$ cat src/rtl/dram_burst_reader.sv
// Streams a burst of bytes from a one-cycle-latency memory port into a FWFT output buffer.
// First read one cycle after accept; reads stop when buffer plus in-flight read would exceed FIFO_DEPTH.
module dram_burst_reader #(
    parameter int A_WIDTH    = 20,
    parameter int D_WIDTH    = 8,
    parameter int L_WIDTH    = 12,
    parameter int FIFO_DEPTH = 4
) (
    input  logic               clk,
    input  logic               rst,
    input  logic               cmd_valid,
    output logic               cmd_ready,
    input  logic [A_WIDTH-1:0] cmd_addr,
    input  logic [L_WIDTH-1:0] cmd_len,
    output logic               mem_ren,
    output logic [A_WIDTH-1:0] mem_raddr,
    input  logic [D_WIDTH-1:0] mem_rdata,
    output logic               out_valid,
    input  logic               out_ready,
    output logic [D_WIDTH-1:0] out_data,
    output logic               out_last,
    output logic               done,
    output logic               busy
);
    localparam int PW = $clog2(FIFO_DEPTH);
    localparam int CW = PW + 1;

    typedef enum logic [1:0] {IDLE, RUN, DRAIN} state_t;

    state_t             state_q, state_d;
    logic [A_WIDTH-1:0] addr_q, addr_d;
    logic [L_WIDTH-1:0] rem_q, rem_d;
    logic               inflight_q, inflight_last_q;
    logic               done_q;
    logic [D_WIDTH-1:0] fifo_mem_q [FIFO_DEPTH];
    logic [FIFO_DEPTH-1:0] fifo_last_q;
    logic [PW-1:0]      wr_ptr_q, rd_ptr_q;
    logic [CW-1:0]      count_q;
    logic [CW:0]        occupancy;
    logic               accept, issue, push, pop, final_pop;

    assign accept    = cmd_valid && cmd_ready;
    // Credit counts the outstanding read so a full buffer can never be overrun.
    assign occupancy = {1'b0, count_q} + (CW+1)'(inflight_q);
    assign issue     = (state_q == RUN) && (rem_q != '0) && (occupancy < (CW+1)'(FIFO_DEPTH));
    assign push      = inflight_q;
    assign pop       = out_valid && out_ready;
    assign final_pop = pop && fifo_last_q[rd_ptr_q];

    always_ff @(posedge clk or posedge rst) begin
        if (rst) state_q <= IDLE;
        else     state_q <= state_d;
    end

    always_comb begin
        state_d = state_q;
        case (state_q)
            IDLE:    if (accept && cmd_len != '0) state_d = RUN;
            RUN:     if (issue && rem_q == L_WIDTH'(1)) state_d = DRAIN;
            DRAIN:   if (final_pop) state_d = IDLE;
            default: state_d = IDLE;
        endcase
    end

    always_comb begin
        cmd_ready = (state_q == IDLE);
        busy      = (state_q != IDLE);
        mem_ren   = issue;
        mem_raddr = addr_q;
        out_valid = (count_q != '0);
        out_data  = fifo_mem_q[rd_ptr_q];
        out_last  = out_valid && fifo_last_q[rd_ptr_q];
        done      = done_q;
    end

    always_comb begin
        addr_d = addr_q;
        rem_d  = rem_q;
        if (accept) begin
            addr_d = cmd_addr;
            rem_d  = cmd_len;
        end else if (issue) begin
            addr_d = addr_q + A_WIDTH'(1);
            rem_d  = rem_q - L_WIDTH'(1);
        end
    end

    always_ff @(posedge clk or posedge rst) begin
        if (rst) begin
            addr_q          <= '0;
            rem_q           <= '0;
            inflight_q      <= 1'b0;
            inflight_last_q <= 1'b0;
            done_q          <= 1'b0;
            wr_ptr_q        <= '0;
            rd_ptr_q        <= '0;
            count_q         <= '0;
            fifo_last_q     <= '0;
        end else begin
            addr_q          <= addr_d;
            rem_q           <= rem_d;
            inflight_q      <= issue;
            inflight_last_q <= issue && (rem_q == L_WIDTH'(1));
            done_q          <= (accept && cmd_len == '0) || ((state_q == DRAIN) && final_pop);
            if (push) begin
                fifo_last_q[wr_ptr_q] <= inflight_last_q;
                wr_ptr_q              <= wr_ptr_q + PW'(1);
            end
            if (pop) rd_ptr_q <= rd_ptr_q + PW'(1);
            case ({push, pop})
                2'b10:   count_q <= count_q + CW'(1);
                2'b01:   count_q <= count_q - CW'(1);
                default: count_q <= count_q;
            endcase
        end
    end

    always_ff @(posedge clk) begin
        if (push) fifo_mem_q[wr_ptr_q] <= mem_rdata;
    end
endmodule

$ cat config.mk
export PLATFORM = sky130hd
export DESIGN_NAME = dram_burst_reader
export DESIGN_NICKNAME = d
export VERILOG_FILES = /design/src/rtl/dram_burst_reader.sv
export SDC_FILE = /design/constraint.sdc
export NUM_CORES = 1
export LEC_CHECK = 0
export ABC_CLOCK_PERIOD_IN_PS = 2700
export CORE_AREA = 2 2 117 119
export CTS_BUF_LIST = sky130_fd_sc_hd__clkbuf_16
export DETAILED_ROUTE_END_ITERATION = 8
export DIE_AREA = 0 0 119 121
export HOLD_SLACK_MARGIN = 0.15
export PLACE_DENSITY = 0.57
export SYNTH_ARGS = -nofsm -noshare
export SYNTH_HDL_FRONTEND = slang
export SYNTH_SLANG_ARGS = --single-unit
$ cat constraint.sdc
create_clock -name clk -period 2.7 [get_ports clk]
set_input_delay 0.27 -clock clk [delete_from_list [all_inputs] [get_ports clk]]
set_output_delay 0.27 -clock clk [all_outputs]
set_load 0.03 [all_outputs]
==> flow_summary.json, run 1 <==
{
  "synth-simple-area-share_pct": 16.3,
  "dr_total_vias": 2859,
  "portBuffers": 77,
  "first_pass_iters": 5,
  "multi_input_area_um2": 1570,
  "tightest_slew_ns": 0.710,
  "crit_path_end_kind": "output pin",
  "reg2regPathDepth": 9,
  "grtUsageTotal_pct": 13.9,
  "drt_iter0_drc": 243,
  "pin_count": 78,
  "detail_route.vias_per_cell": 4.84,
  "yosys-top-cells-area": "dfrtp_1 (31%), edfxtp_1 (25%), mux4_2 (5.2%), xnor2_1 (3.6%), ha_1 (2.9%)",
  "core_um2": 13100,
  "yosysTopAreaCell": "dfrtp_1",
  "syn-cell-area_um2": 3870,
  "grt_remaining_overflow": 0,
  "synthDistinctLibCells": 49,
  "post_cts_buffers": 0,
  "synthToLayoutAreaGrowth_pct": 33.6,
  "clockBufferDepth": 2,
  "synth-compound-area-share_pct": 9.55,
  "cpMaxStageDelayCell": "or4_4",
  "fmax_ghz": 0.397,
  "synth_edf_count": 32,
  "yosys_warnings": 0,
  "final_util_pct": 39.5,
  "drc": 0,
  "syn_nets": 382,
  "place_ws_ns": 0.232,
  "power_mw": 4.71,
  "antenna_found_initial": 0,
  "worstSkewPairLatency_ns": 0.34,
  "path_buf_inv": 2,
  "worstPathRequired_ns": 2.43,
  "nets": 464,
  "wire_per_inst_um": 15.8,
  "finalCritPeriodShare_pct": 93.4,
  "clk_pin_slew_ns": 0.06,
  "status": "completed",
  "grt_pass1_vias": 3106,
  "die_h_um": 121,
  "path_max_fanout": 11,
  "avgSynthCellArea_um2": 11.8,
  "grt_max_degree": 49,
  "ff_latch_area_um2": 2160,
  "ys.flop_type": "dfrtp_1",
  "antennaDiodeCount": 0,
  "max-vdd-ir-drop_mv": 0.474,
  "final_common_cell": "clkdlybuf4s50_1",
  "path_delay_family": "simple AND/OR/NAND/NOR gates",
  "crit_type": "reg -> out",
  "hold_viol": 0,
  "slew_violations": 0,
  "seq_area_frac_synth_pct": 55.9,
  "root_buffer": "clkbuf_16",
  "hold_path.class": "in -> async",
  "maxSlewHeadroom_pct": 52.3,
  "final.fill_count": 1274,
  "wl_um": 9330,
  "cts_num_sinks": 80,
  "worstPathCellList": "or4_4 > nor4_4 > or2_2 > inv_2 > dlygate4sd2_1",
  "critPathArrivalTime_ns": 2.25,
  "power_density_nw_per_um2": 912,
  "final_cell_mix": "clkdlybuf4s50_1 (76), dfrtp_1 (48), edfxtp_1 (32)",
  "synth_seq_cells": 80,
  "fin_ws_ns": 0.179,
  "setup_viol": 0,
  "cap_violations": 0,
  "finClkSkew_ns": 0.00697,
  "rsz0062_at_grt": "no",
  "power.leakage_nw": 1.92,
  "cp-startpoint": "rem_q[2]",
  "grt_pass1_wl_um": 15600,
  "synth_cells": 328,
  "die_w_um": 119,
  "worstReg2RegStart": "rem_q[0]",
  "tritoncts": "done",
  "cp-start-kind": "flip-flop",
  "whs_ns": 0.421,
  "path_depth": 5,
  "synthArstFlopShare_pct": 60.0,
  "drive_above_1_share_pct": 11.8,
  "cpPeakStageDelay_ns": 0.58,
  "yosysTopAreaCellShare_pct": 31.1,
  "row_count": 42,
  "period_minus_slack_ns": 2.52,
  "synthXorXnorAreaFrac_pct": 4.53,
  "die_area_um2": 14400,
  "dp_hpwl_um": 6620,
  "ant_nets": 0,
  "tns_ns": 0,
  "synth_mux_area_share_pct": 6.93,
  "start_util_pct": 29.5,
  "gp_congestion": 0.793,
  "synth_top_family_by_area": "simple AND/OR/NAND/NOR gates",
  "yosys.area_share.adder_pct": 3.43,
  "htreeDepth": 3,
  "cts_made_buffers": 9
}
-- final cells by class --
type	instances	share of cell area, %
Clock inverter	7	1.50
Inverter	18	1.31
Multi-Input combinational cell	215	30.5
Sequential cell	80	41.9
Clock buffer	9	4.36
Tap cell	176	4.26
Timing Repair Buffer	86	16.2
-- registers in the layout, indices dropped and copies added (netlist names), 2 cells and up --
signal       cells
fifo_last_q      4
rd_ptr_q         2
mem_raddr       20
fifo_mem_q      32
count_q          3
rem_q           12
state_q          2
wr_ptr_q         2
-- through the flow --
| stage | instances | instance area, um2 |
|---|---|---|
| floorplan | 328 | 3870 |
| global placement | 575 | 4860 |
| detailed placement | 575 | 4860 |
| CTS | 591 | 5160 |
| global route | 591 | 5160 |
| finish | 591 | 5160 |
-- worst min-delay path: cells and delay by family --
kind,cells,cell delay [ns]
buffers and inverters,3,0.96
-- power breakdown --
group          internal, mW  total [mW]  switching [mW]
combinational         0.755        1.72           0.966
clock                 0.724        1.23           0.502
sequential             1.54        1.76           0.220
total                  3.02        4.71            1.69
-- per-layer routing --
layer | wire length (um) | part of all wire, % | vias up | global-route usage [%]
li1 | - | - | 1370 | -
met1 | 4280 | 46 | 1373 | 17.5
met2 | 4220 | 45 | 98 | 22.4
met3 | 628 | 6.7 | 18 | 4.46
met4 | 197 | 2.1 | 0 | 5.06
met5 | 0 | 0 | - | 0
-- worst paths after layout --
path                           endpoint  slack (ns)
setup / recovery                mem_ren        0.18
hold / removal             mem_raddr[0]        0.42
setup reg to reg           mem_raddr[5]        0.23
hold reg to reg                    done        0.49
max in group asynchronous      rem_q[3]        1.85
min in group clk           mem_raddr[4]        0.48
-- cell usage after synthesis, drive strengths merged, types with 2 or more instances --
master   n
a211oi   2
a21boi   2
a21o     3
a21oi    6
a221o    5
a31o     2
and2     9
and3     3
and4     3
buf      4
clkbuf  11
dfrtp   48
edfxtp  32
ha       9
inv     18
mux2     4
mux2i    2
mux4     9
nand2   30
nand2b   3
nand3   12
nand4    5
nor2    15
nor3     8
nor4    16
nor4b    2
o211ai   3
o21ai   23
o22ai    2
o41ai    2
or3      4
or4      2
xnor2   16
xor2     4
-- repair_timing --
item / 4_1_cts / 5_1_grt
hold buffers: 0 / 0
endpoints found under the setup margin: 1 / 0
gates resized for setup: 1 / 0
-- kinds of logic after synthesis --
family	after synthesis
AO/OA/AOI/OAI	55
XOR/XNOR	20
adder cells (fa/ha/maj)	10
buffers and inverters	33
flip-flops	80
multiplexers	15
AND/OR/NAND/NOR	115
(Power assumes the default switching activity.)
==> inputs of run 2 (changes only) <==
==> config.mk (replaced) <==
export PLATFORM = sky130hd
export DESIGN_NAME = dram_burst_reader
export DESIGN_NICKNAME = d
export VERILOG_FILES = /design/src/rtl/dram_burst_reader.sv
export SDC_FILE = /design/constraint.sdc
export NUM_CORES = 1
export LEC_CHECK = 0
export ABC_AREA = 1
export ABC_CLOCK_PERIOD_IN_PS = 2700
export CAP_MARGIN = 15
export CORE_AREA = 2 2 122 124
export CTS_BUF_LIST = sky130_fd_sc_hd__clkbuf_16
export DETAILED_ROUTE_END_ITERATION = 8
export DIE_AREA = 0 0 124 126
export HOLD_SLACK_MARGIN = 0.15
export PLACE_DENSITY = 0.56
export SYNTH_ARGS = -nofsm -noshare
export SYNTH_HDL_FRONTEND = slang
export SYNTH_SLANG_ARGS = --single-unit
==> flow_summary.json, run 2 <==
{
  "dp_hpwl_um": 7340,
  "synth-compound-area-share_pct": 7.69,
  "synth_seq_cells": 80,
  "grt_remaining_overflow": 0,
  "synth_top_family_by_area": "simple AND/OR/NAND/NOR gates",
  "path_depth": 8,
  "grt_max_degree": 49,
  "final_common_cell": "nand2_1",
  "clk_pin_slew_ns": 0.06,
  "start_util_pct": 29.5,
  "htreeDepth": 3,
  "fin_ws_ns": 0.181,
  "finalCritPeriodShare_pct": 93.3,
  "ff_latch_area_um2": 2160,
  "root_buffer": "clkbuf_16",
  "worstSkewPairLatency_ns": 0.35,
  "post_cts_buffers": 0,
  "drc": 0,
  "dr_total_vias": 3569,
  "die_area_um2": 15600,
  "detail_route.vias_per_cell": 4.67,
  "syn-cell-area_um2": 4230,
  "cpMaxStageDelayCell": "clkdlybuf4s50_1",
  "multi_input_area_um2": 1810,
  "top_register": "fifo_mem_q",
  "synth-simple-area-share_pct": 27.7,
  "yosys-top-cells-count": "nand2_1 (118), nor2_1 (72), nand3_1 (60)",
  "grt_pass1_wl_um": 17400,
  "drive_above_1_share_pct": 5.86,
  "portBuffers": 77,
  "power_density_nw_per_um2": 1170,
  "wl_um": 10600,
  "wire_per_inst_um": 13.9,
  "synthArstFlopShare_pct": 60.0,
  "grtUsageTotal_pct": 14.4,
  "maxSlewHeadroom_pct": 55.5,
  "path_max_fanout": 18,
  "ys.flop_type": "dfrtp_1",
  "synthXorXnorAreaFrac_pct": 4.35,
  "status": "completed",
  "final.fill_count": 1456,
  "largest_reg_flops": 32,
  "max-vdd-ir-drop_mv": 0.440,
  "hold_path.class": "in -> async",
  "worstPathRequired_ns": 2.43,
  "period_minus_slack_ns": 2.52,
  "cpPeakStageDelay_ns": 0.74,
  "fmax_ghz": 0.397,
  "yosysTopAreaCellShare_pct": 28.4,
  "finClkSkew_ns": 0.00418,
  "synthToLayoutAreaGrowth_pct": 29.3,
  "synth_edf_count": 32,
  "cts_num_sinks": 80,
  "power.leakage_nw": 2.28,
  "avgSynthCellArea_um2": 8.48,
  "antenna_found_initial": 0,
  "tightest_slew_ns": 0.667,
  "cap_violations": 0,
  "seq_area_frac_synth_pct": 51.1,
  "crit_path_end_kind": "output pin",
  "die_w_um": 124,
  "post_cts_resized": 0,
  "path_delay_family": "buffers and inverters",
  "hold_viol": 0,
  "slew_violations": 0,
  "tns_ns": 0,
  "pin_count": 78,
  "gp_congestion": 0.828,
  "syn_nets": 553,
  "yosys-top-cells-area": "dfrtp_1 (28%), edfxtp_1 (23%), nand2_1 (10%), nand3_1 (7.1%), nor2_1 (6.4%)",
  "worstPathCellList": "inv_1 > ha_1 > inv_1 > nor2_2 > nand2_1 > nand2_4 > inv_2 > clkdlybuf4s50_1",
  "synth_mux_area_share_pct": 0,
  "synth.most_common_cell": "nand2_1",
  "final_util_pct": 38.2,
  "cpMostUsedCell": "inv_1",
  "drt_iter0_drc": 202,
  "reg2regPathDepth": 10,
  "yosys.area_share.adder_pct": 3.14,
  "rrSetupSlack_ns": 0.69,
  "grt_pass1_vias": 3555,
  "tritoncts": "done",
  "nets": 629,
  "yosysTopAreaCell": "dfrtp_1",
  "first_pass_iters": 4,
  "setup_viol": 0,
  "critPathArrivalTime_ns": 2.25,
  "path_buf_inv": 4,
  "synth_cells": 499,
  "core_um2": 14300,
  "die_h_um": 126,
  "ant_nets": 0,
  "yosys_warnings": 0,
  "antennaDiodeCount": 0,
  "cp-start-kind": "flip-flop",
  "row_count": 44,
  "final_cell_mix": "nand2_1 (118), clkdlybuf4s50_1 (77), nor2_1 (72)",
  "postCtsHoldBufs": 0,
  "clockBufferDepth": 2,
  "crit_type": "reg -> out",
  "rsz0062_at_grt": "no",
  "synthDistinctLibCells": 32,
  "cts_made_buffers": 9,
  "place_ws_ns": 0.456,
  "power_mw": 6.39
}
-- run 2: cell types whose count changed in the layout (fill, tap and decap cells not counted), moves of 6 or more --
cell,previous run,this run
nand2_1,30,118
nor2_1,15,72
nand3_1,12,60
inv_1,16,38
nor4_1,15,0
o21ai_0,19,31
mux4_2,9,0
xor2_1,4,13
xnor2_1,16,8
and2_1,9,2
nor3_1,8,1
o22ai_1,2,8
-- run 2: tightest hold or removal path, cell delays in order --
cell             delay, ns
clkdlybuf4s50_1       0.41
inv_2                 0.05
buf_4                 0.52
-- run 2: path summary, 6_finish.rpt --
check | from | end
worst max register to register | count_q[2] | count_q[2]
worst min-delay path | rst | rd_ptr_q[0]
min in group clk | cmd_addr[14] | mem_raddr[14]
max in group asynchronous | rst | rem_q[0]
worst min register to register | fifo_last_q[1] | fifo_last_q[1]
worst max-delay path | rem_q[0] | mem_ren
-- run 2: per-stage QoR --
step                std cells  hold WS (ns)  cell area [um2]
floorplan                 499         0.369             4230
global placement          748         0.477             5160
detailed placement        748         0.481             5160
CTS                       764         0.449             5470
global route              764         0.480             5470
finish                    764         0.412             5470
-- run 2: layout make-up --
| cell class | count | area share [%] |
|---|---|---|
| Clock buffer | 9 | 4.12 |
| Clock inverter | 7 | 1.42 |
| Inverter | 42 | 2.88 |
| Multi-Input combinational cell | 361 | 33.2 |
| Sequential cell | 80 | 39.6 |
| Tap cell | 184 | 4.21 |
| Timing Repair Buffer | 81 | 14.6 |
-- run 2: power breakdown --
| part | internal, mW | switching, mW | leakage [nW] |
|---|---|---|---|
| registers | 1.68 | 0.384 | 0.899 |
| clock network | 0.724 | 0.517 | 0.148 |
| logic | 1.17 | 1.92 | 1.23 |
-- run 2: kinds of logic after synthesis --
family / count (synthesis)
xor+xnor: 21
flops: 80
buf+inv: 58
fa+ha+maj: 10
compound gates: 58
simple gates: 272
-- run 2: metal layers --
metal / GRT usage [%] / share of wire (%) / vias to the layer above
met5: 0 / 0 / -
met3: 5.34 / 6.6 / 18
met1: 18.5 / 46 / 1658
met4: 4.63 / 1.9 / 0
li1: - / - / 1794
met2: 22.4 / 46 / 99
